### src/rtl/alarm_ctrl_multi_if.sv
// Bundle of time, alarm and control signals between the time-of-day counter
// side and the multi-alarm controller. The controller uses the slave view.
interface alarm_ctrl_multi_if #(
    parameter int NUM_ALARMS = 2
);
    localparam int SEL_W = (NUM_ALARMS > 1) ? $clog2(NUM_ALARMS) : 1;

    logic                    one_minute;
    logic [15:0]             current_time;
    logic [16*NUM_ALARMS-1:0] alarm_time;
    logic [NUM_ALARMS-1:0]   alarm_enable;
    logic                    do_snooze;
    logic                    stop_alarm;
    logic                    show_alarm;
    logic [SEL_W-1:0]        show_sel;
    logic [15:0]             display;
    logic                    sound_alarm;
    logic [SEL_W-1:0]        active_alarm;
    logic [3:0]              snooze_count;

    modport master (
        output one_minute, current_time, alarm_time, alarm_enable,
               do_snooze, stop_alarm, show_alarm, show_sel,
        input  display, sound_alarm, active_alarm, snooze_count
    );

    modport slave (
        input  one_minute, current_time, alarm_time, alarm_enable,
               do_snooze, stop_alarm, show_alarm, show_sel,
        output display, sound_alarm, active_alarm, snooze_count
    );
endinterface

### src/rtl/alarm_ctrl_multi.sv
// Multi-channel BCD alarm controller: picks the lowest matching armed alarm,
// rings, snoozes a bounded number of times, times out unanswered rings and
// drives a registered 4-digit display mux.
module alarm_ctrl_multi #(
    parameter int NUM_ALARMS       = 2,
    parameter int SNOOZE_MIN       = 5,
    parameter int MAX_SNOOZES      = 3,
    parameter int RING_TIMEOUT_MIN = 10
) (
    input  logic               clk,
    input  logic               reset,
    alarm_ctrl_multi_if.slave  bus
);
    localparam int SEL_W = (NUM_ALARMS > 1) ? $clog2(NUM_ALARMS) : 1;

    typedef enum logic [1:0] {
        IDLE     = 2'd0,
        RINGING  = 2'd1,
        SNOOZING = 2'd2
    } state_t;

    state_t           state_q, state_d;
    logic [15:0]      display_q, display_d;
    logic             sound_q, sound_d;
    logic [SEL_W-1:0] active_q, active_d;
    logic [3:0]       count_q, count_d;
    logic [15:0]      snooze_time_q, snooze_time_d;
    logic [5:0]       ring_min_q, ring_min_d;
    logic             snz_block_q, snz_block_d;

    logic             match_found;
    logic [SEL_W-1:0] match_idx;
    logic             snooze_go;

    // Adds the snooze length to a BCD HH:MM value, wrapping minutes at 60
    // and hours at 24.
    function automatic logic [15:0] bcd_add_minutes(input logic [15:0] t);
        int hours;
        int mins;
        hours = int'(t[15:12]) * 10 + int'(t[11:8]);
        mins  = int'(t[7:4]) * 10 + int'(t[3:0]) + SNOOZE_MIN;
        if (mins >= 60) begin
            mins  = mins - 60;
            hours = hours + 1;
        end
        if (hours >= 24) begin
            hours = hours - 24;
        end
        return {4'(hours / 10), 4'(hours % 10), 4'(mins / 10), 4'(mins % 10)};
    endfunction

    // Finds the lowest-numbered armed alarm equal to the current time;
    // scanning downward lets the lowest index overwrite the others.
    always_comb begin
        match_found = 1'b0;
        match_idx   = '0;
        for (int k = NUM_ALARMS - 1; k >= 0; k--) begin
            if (bus.alarm_enable[k] && (bus.alarm_time[16*k +: 16] == bus.current_time)) begin
                match_found = 1'b1;
                match_idx   = SEL_W'(k);
            end
        end
    end

    // Next-state and episode bookkeeping; a held do_snooze is blocked after it
    // acts once and only re-armed after it has been seen low.
    always_comb begin
        state_d       = state_q;
        active_d      = active_q;
        count_d       = count_q;
        ring_min_d    = ring_min_q;
        snooze_time_d = snooze_time_q;
        snz_block_d   = bus.do_snooze ? snz_block_q : 1'b0;
        snooze_go     = bus.do_snooze && !snz_block_q;

        case (state_q)
            IDLE: begin
                if (!bus.stop_alarm && bus.one_minute && match_found) begin
                    state_d    = RINGING;
                    active_d   = match_idx;
                    ring_min_d = '0;
                    count_d    = '0;
                end
            end
            RINGING: begin
                if (bus.stop_alarm) begin
                    state_d = IDLE;
                end else if (snooze_go) begin
                    snz_block_d = 1'b1;
                    if (count_q < 4'(MAX_SNOOZES)) begin
                        state_d       = SNOOZING;
                        count_d       = count_q + 4'd1;
                        snooze_time_d = bcd_add_minutes(bus.current_time);
                    end else begin
                        state_d = IDLE;
                    end
                end else if (bus.one_minute) begin
                    if ((ring_min_q + 6'd1) == 6'(RING_TIMEOUT_MIN)) begin
                        state_d = IDLE;
                    end else begin
                        ring_min_d = ring_min_q + 6'd1;
                    end
                end
            end
            SNOOZING: begin
                if (bus.stop_alarm) begin
                    state_d = IDLE;
                end else if (bus.one_minute && (bus.current_time == snooze_time_q)) begin
                    state_d    = RINGING;
                    ring_min_d = '0;
                end
            end
            default: begin
                state_d = IDLE;
            end
        endcase

        if (state_d == IDLE) begin
            count_d    = '0;
            ring_min_d = '0;
        end
    end

    // Output decode: buzzer follows the next state, display mux follows the
    // inputs, out-of-range selections show zeros.
    always_comb begin
        sound_d   = (state_d == RINGING);
        display_d = bus.current_time;
        if (bus.show_alarm) begin
            display_d = 16'h0000;
            for (int k = 0; k < NUM_ALARMS; k++) begin
                if (bus.show_sel == SEL_W'(k)) begin
                    display_d = bus.alarm_time[16*k +: 16];
                end
            end
        end
    end

    // State and output registers.
    always_ff @(posedge clk or posedge reset) begin
        if (reset) begin
            state_q       <= IDLE;
            display_q     <= 16'h0000;
            sound_q       <= 1'b0;
            active_q      <= '0;
            count_q       <= '0;
            snooze_time_q <= 16'h0000;
            ring_min_q    <= '0;
            snz_block_q   <= 1'b0;
        end else begin
            state_q       <= state_d;
            display_q     <= display_d;
            sound_q       <= sound_d;
            active_q      <= active_d;
            count_q       <= count_d;
            snooze_time_q <= snooze_time_d;
            ring_min_q    <= ring_min_d;
            snz_block_q   <= snz_block_d;
        end
    end

    assign bus.display      = display_q;
    assign bus.sound_alarm  = sound_q;
    assign bus.active_alarm = active_q;
    assign bus.snooze_count = count_q;

endmodule

### src/flat_wrapper.sv
// flat-port wrapper written by rule: the top's interface ports become plain ports
module alarm_ctrl_multi_flat 
#(
    parameter int NUM_ALARMS       = 2,
    parameter int SNOOZE_MIN       = 5,
    parameter int MAX_SNOOZES      = 3,
    parameter int RING_TIMEOUT_MIN = 10
)
  (clk, reset, bus_one_minute, bus_current_time, bus_alarm_time, bus_alarm_enable, bus_do_snooze, bus_stop_alarm, bus_show_alarm, bus_show_sel, bus_display, bus_sound_alarm, bus_active_alarm, bus_snooze_count);
  alarm_ctrl_multi_if #(.NUM_ALARMS(NUM_ALARMS)) bus_i ();
  input  logic clk;
  input  logic reset;
  input wire logic [$bits(bus_i.one_minute)-1:0] bus_one_minute;
  input wire logic [$bits(bus_i.current_time)-1:0] bus_current_time;
  input wire logic [$bits(bus_i.alarm_time)-1:0] bus_alarm_time;
  input wire logic [$bits(bus_i.alarm_enable)-1:0] bus_alarm_enable;
  input wire logic [$bits(bus_i.do_snooze)-1:0] bus_do_snooze;
  input wire logic [$bits(bus_i.stop_alarm)-1:0] bus_stop_alarm;
  input wire logic [$bits(bus_i.show_alarm)-1:0] bus_show_alarm;
  input wire logic [$bits(bus_i.show_sel)-1:0] bus_show_sel;
  output wire logic [$bits(bus_i.display)-1:0] bus_display;
  output wire logic [$bits(bus_i.sound_alarm)-1:0] bus_sound_alarm;
  output wire logic [$bits(bus_i.active_alarm)-1:0] bus_active_alarm;
  output wire logic [$bits(bus_i.snooze_count)-1:0] bus_snooze_count;
  assign bus_i.one_minute = bus_one_minute;
  assign bus_i.current_time = bus_current_time;
  assign bus_i.alarm_time = bus_alarm_time;
  assign bus_i.alarm_enable = bus_alarm_enable;
  assign bus_i.do_snooze = bus_do_snooze;
  assign bus_i.stop_alarm = bus_stop_alarm;
  assign bus_i.show_alarm = bus_show_alarm;
  assign bus_i.show_sel = bus_show_sel;
  assign bus_display = bus_i.display;
  assign bus_sound_alarm = bus_i.sound_alarm;
  assign bus_active_alarm = bus_i.active_alarm;
  assign bus_snooze_count = bus_i.snooze_count;
  alarm_ctrl_multi #(.NUM_ALARMS(NUM_ALARMS), .SNOOZE_MIN(SNOOZE_MIN), .MAX_SNOOZES(MAX_SNOOZES), .RING_TIMEOUT_MIN(RING_TIMEOUT_MIN)) u_core (.clk(clk), .reset(reset), .bus(bus_i));
endmodule
### config.mk
export PLATFORM = sky130hd
export DESIGN_NAME = alarm_ctrl_multi_flat
export DESIGN_NICKNAME = d
export VERILOG_FILES = /design/src/rtl/alarm_ctrl_multi_if.sv /design/src/rtl/alarm_ctrl_multi.sv /design/src/flat_wrapper.sv
export SDC_FILE = /design/constraint.sdc
export NUM_CORES = 1
export LEC_CHECK = 0
export CAP_MARGIN = 20
export CELL_PAD_IN_SITES_DETAIL_PLACEMENT = 1
export CELL_PAD_IN_SITES_GLOBAL_PLACEMENT = 1
export CORE_AREA = 2 2 145 147
export DETAILED_ROUTE_END_ITERATION = 10
export DIE_AREA = 0 0 147 149
export PLACE_DENSITY_LB_ADDON = 0.1
export SLEW_MARGIN = 20
export SYNTH_ARGS = -nofsm -noshare
export SYNTH_HDL_FRONTEND = slang
export SYNTH_SLANG_ARGS = --single-unit
### constraint.sdc
create_clock -name clk -period 6.4 [get_ports clk]
set_clock_uncertainty 0.2 [all_clocks]
set_input_delay 0.96 -clock clk [delete_from_list [all_inputs] [get_ports clk]]
set_output_delay 0.96 -clock clk [all_outputs]
set_load 0.01 [all_outputs]
==> flow_summary.ini, run 1 <==
[sta]
slew_headroom = 0.293
post-route-period-util = 1.50
final-hold-violation-count = 0
rsz0062_at_grt = yes
drv_slew = 0
fin_crit_ns = 9.63
timing.hold.ws_ns = 0.342
worst_slack_ns = -3.23
finalSetupViolations = 14
fmax_ghz = 0.104
worst_slew_pin_slew_ns = 1.06

[critical_path]
slowest_delay_ns = 0.49
critical_path_class = in2reg
slowest_stage = o31ai_4
cp-end-kind = register
cp-start-kind = input port
path_max_fanout = 6
cp.required_ns = 6.35
crit_top_cell = ha_4
cp.arrival_ns = 9.58

[logic_synthesis]
synthXorXnorAreaFrac = 0.114
synthDistinctLibCells = 108
async_flop_share = 1.00
synthSimpleGateAreaFrac = 0.254
postSynthAreaPerCell_sq_um = 7.59
yosys.area_share.adder = 0.0847
synth-seq-cells = 47
ys_seq_area_frac = 0.148
synth-compound-area-share = 0.298
ys_warn_count = 0
synthMuxAreaShare = 0.0480
dominantRegCellSynth = dfrtp_1
syn-instance-count = 1050
syn_area_sq_mm = 0.00797
synth_top_family_by_area = compound AO/OA/AOI/OAI gates
synth-edff-count = 0

[status]
violations = negative setup slack
status = complete, but fails checks

[clock_tree]
htree_levels = 2
path_clk_slew_ns = 0.07
clock_latency_ns = 0.30
cts_buffers = 5
cts-root-buf = clkbuf_16
cts_tree = done
cts.sinks = 47
clock_path_buffers = 2

[placement]
dpl.cell_count = 1651
hpwlAfterDp_um = 24400
post_dp_cell_area_sq_mm = 0.0115
portBuffers = 78
place.gp.congestion = 0.922

[die]
chipHeight_um = 149
fp.dieW_um = 147
ios = 79
rows = 53
dieArea_sq_mm = 0.0219
core_area_sq_mm = 0.0206
start_util = 0.388

[cells_and_area]
design_area_sq_mm = 0.0132
drive_above_1_share = 0.430
diodes = 0
fin_nets = 1569
final_cells = 1738
area_delta_synth_final_pct = 64.9

[detailed_routing]
via_count = 11500
ant_nets = 0
drc_errors = 0
wl_per_cell_um = 27.4
firstDrtPassIters = 5
detail_route.iter0.violations = 994
drt-total-wl_um = 47600
vias_per_cell = 6.60

[global_routing]
antenna_found_initial = 0
grt_use_total = 0.344
grt_max_degree = 48
grt_pass1_wl_um = 61200
grt_pass1_vias = 11400
grt-ovfl-total = 0

[worst_hold_path]
hold_path.class = reg2reg

[run]
drv_cap = 0
[what timing repair did]
action / 4_1_cts / 5_1_grt
hold endpoints to repair: 0 / 0
gates resized for setup: 164 / 57
hold buffers: 0 / 0
setup endpoints to repair: 14 / 14
pin swaps: 93 / 60
buffers inserted: 56 / 24
[Yosys cell counts (14+ instances only)]
cell	count	area [sq um]
nand2_1	90	338
a31oi_1	19	119
nor3_1	30	150
inv_1	30	113
a211oi_1	15	113
mux2i_1	26	260
nor2_1	82	308
and2_1	18	113
a21oi_1	73	365
and3_1	14	87.6
xor2_1	25	219
dfrtp_1	47	1180
o21ai_0	54	270
nand3_1	50	250
nand4_1	26	163
ha_1	46	576
xnor2_1	70	613
clkbuf_1	36	135
a21o_1	16	120
[path summary, 6_finish.rpt]
| check | to | cells after the start | slack, ns | start |
|---|---|---|---|---|
| worst max-delay path | u_core.snooze_time_q[10] | 46 | -3.23 | bus_current_time[6] |
| worst min-delay path | u_core.snooze_time_q[3] | 2 | 0.34 | u_core.snooze_time_q[3] |
| worst max register to register | u_core.bus.snooze_count[0] | 12 | 2.00 | u_core.snooze_time_q[15] |
| worst min register to register | u_core.snooze_time_q[3] | 2 | 0.34 | u_core.snooze_time_q[3] |
| max in group asynchronous | u_core.snooze_time_q[14] | 3 | 4.74 | reset |
| min in group asynchronous | u_core.bus.display[3] | 2 | 0.75 | reset |
[placed cells by master, fill, tap and decap left out, drive strengths merged, types with 10 or more instances in the layout]
cell type / count
nand2b: 11
inv: 33
nand2: 91
nand3: 50
a21o: 16
xor2: 26
nor4: 10
xnor2: 73
nor2: 84
and2: 20
o31ai: 13
and3: 16
a211oi: 17
buf: 393
mux2i: 27
dfrtp: 47
nor3: 33
o211ai: 11
a21oi: 75
o21ai: 67
or3: 12
a31oi: 20
ha: 46
clkdlybuf4s50: 69
nand4: 27
[final cells by class]
cell class / count / area, sq um
Inverter: 34 / 139
Tap cell: 275 / 344
Timing Repair Buffer: 464 / 3740
Multi-Input combinational cell: 910 / 7580
Clock inverter: 2 / 35.0
Fill cell: 2408 / 7410
Sequential cell: 47 / 1180
Clock buffer: 6 / 139
[cells by family after synthesis]
| family | count (synthesis) |
|---|---|
| simple gates | 393 |
| compound gates | 329 |
| xor+xnor | 99 |
| buf+inv | 94 |
| fa+ha+maj | 52 |
| flops | 47 |
| mux | 35 |
| other cells | 1 |
[sequential cells by signal (all words and copies together) (netlist names)]
name / cells
u_core.snooze_time_q: 16
u_core.ring_min_q: 6
u_core.bus.active_alarm: 1
u_core.bus.display: 16
u_core.bus.snooze_count: 4
u_core.bus.sound_alarm: 1
u_core.snz_block_q: 1
u_core.state_q: 2
[layer usage]
| layer | routed length [um] | global-route usage | up-vias |
|---|---|---|---|
| met5 | 0 | 0 | - |
| met4 | 3760 | 0.158 | 0 |
| met3 | 3090 | 0.0248 | 336 |
| met2 | 23100 | 0.638 | 791 |
| met1 | 17600 | 0.406 | 5598 |
| li1 | - | - | 4753 |
[critical path, delay by kind of cell]
kind            cells  cell delay, ns
xor+xnor            6            1.24
buf+inv             7            0.73
fa+ha+maj           7            1.64
compound gates     17            3.36
simple gates        9            1.64
[per-stage QoR]
stage / setup TNS, ns / worst slack (ns) / utilization
final: -36.97 / -3.23 / 0.640
after global routing: -39.71 / -3.52 / 0.640
after CTS: -25.63 / -2.31 / 0.615
after detailed placement: -42.50 / -3.40 / 0.557
after global placement: -38.98 / -3.06 / 0.557
after floorplan: -31.74 / -2.61 / -
Power of run 1 is left out: the tool's default activity adds up to more than one toggle a clock period on the data nets, which glitch-free logic cannot reach.
==> run 2: changes to the inputs <==
- SKIP_LAST_GASP: default -> 1
==> flow_summary.ini, run 2 (synthesized netlist as in run 1, its figures left out) <==
[sta]
final.setup.tns_ns = -42.79
rsz0062_at_grt = yes
fmax_ghz = 0.103
slew_headroom = 0.266
final-hold-violation-count = 0
timing.hold.ws_ns = 0.377
finalSetupViolations = 14
drv_slew = 0
worst_slew_pin_slew_ns = 1.10
post-route-period-util = 1.52
worst_slack_ns = -3.34
fin_crit_ns = 9.74

[placement]
place.gp.congestion = 0.922
hpwlAfterDp_um = 24400
portBuffers = 78
dpl.cell_count = 1651

[clock_tree]
cts_hold_buf = 0
clock_latency_ns = 0.31
cts_tree = done
htree_levels = 2
cts.sinks = 47
path_clk_slew_ns = 0.07
cts_buffers = 5
clock_path_buffers = 2
cts-root-buf = clkbuf_16

[cells_and_area]
layout_commonest_cell = buf_4
finish.utilization = 0.657
most-common-layout-cells = buf_4, nand2_1, nor2_1, clkdlybuf4s50_1, xnor2_1
drive_above_1_share = 0.438
diodes = 0
area_delta_synth_final_pct = 69.4
fin_nets = 1582
final_cells = 1751

[detailed_routing]
via_count = 11800
firstDrtPassIters = 5
wl_per_cell_um = 29.4
vias_per_cell = 6.74
ant_nets = 0
drt-total-wl_um = 51500
detail_route.iter0.violations = 1122
drc_errors = 0

[status]
violations = negative setup slack
status = complete, but fails checks

[critical_path]
reg2reg_from = u_core.snooze_time_q[15]
r2r_slack_ns = 1.95
slowest_delay_ns = 0.60
cp-start-kind = input port
path_max_fanout = 6
cp.required_ns = 6.36
crit_top_cell = ha_4
cp.arrival_ns = 9.70
startpoint = bus_current_time[1]
r2r-end = u_core.bus.snooze_count[0]
r2r_cells = 12
critical_path_class = in2reg
cp-end-kind = register
slowest_stage = nor4_1

[global_routing]
grt_max_degree = 48
grt_use_total = 0.354
antenna_found_initial = 0
grt_pass1_vias = 11500
grt-ovfl-total = 0
grt_pass1_wl_um = 62700

[worst_hold_path]
min_to = u_core.bus.active_alarm
worstHoldPathCells = 2
min_from = u_core.bus.active_alarm
hold_path.class = reg2reg

[die]
dieArea_sq_mm = 0.0219
chipHeight_um = 149
fp.dieW_um = 147
ios = 79
start_util = 0.388
rows = 53
core_area_sq_mm = 0.0206

[run]
drv_cap = 0
==> run 2: cell types whose count changed in the layout (fill, tap and decap cells not counted), sizes merged <==
cell and delta:
buf +12, clkdlybuf4s15 +1
==> run 2: worst max-delay path, delay by kind of cell <==
family,cells,cell delay [ns]
and+or+nand+nor,13,2.47
AOI/OAI and AO/OA,12,2.07
adders and majority gates,8,1.77
buffers and inverters,10,1.36
xor gates and xnor gates,5,1.03
==> run 2: how the worst max path moves through the flow <==
stage          cells past startpoint                       end
2_1_floorplan                     42   u_core.snooze_time_q[9]
3_3_place_gp                      38  u_core.snooze_time_q[15]
3_5_place_dp                      43  u_core.snooze_time_q[11]
4_1_cts                           43  u_core.snooze_time_q[11]
5_1_grt                           52  u_core.snooze_time_q[14]
6_report                          48  u_core.snooze_time_q[14]
==> run 2: area by class of cell <==
| type | count | area, sq um |
|---|---|---|
| Multi-Input combinational cell | 910 | 7750 |
| Fill cell | 2388 | 7050 |
| Clock buffer | 6 | 139 |
| Inverter | 34 | 139 |
| Timing Repair Buffer | 477 | 3920 |
| Clock inverter | 2 | 35.0 |
| Sequential cell | 47 | 1180 |
| Tap cell | 275 | 344 |
==> run 2: stage by stage <==
stage / instance area (sq um) / setup slack [ns]
finish: 13500 / -3.34
global route: 13500 / -3.48
CTS: 12600 / -2.31
detailed placement: 11500 / -3.40
global placement: 11500 / -3.06
floorplan: 8420 / -2.61
==> run 2: per-layer routing <==
layer / wire [um] / GRT usage
met2: 24400 / 0.653
met5: 0 / 0
met1: 18800 / 0.412
met4: 4410 / 0.178
met3: 3900 / 0.0303
==> run 2: what timing repair did <==
item | 4_1_cts | 5_1_grt
setup endpoints to repair | 14 | 14
pin swaps | 93 | 78
gates cloned | 0 | 0
gates resized for setup | 161 | 111
buffers inserted | 56 | 39
Power of run 2 is left out for the same reason.
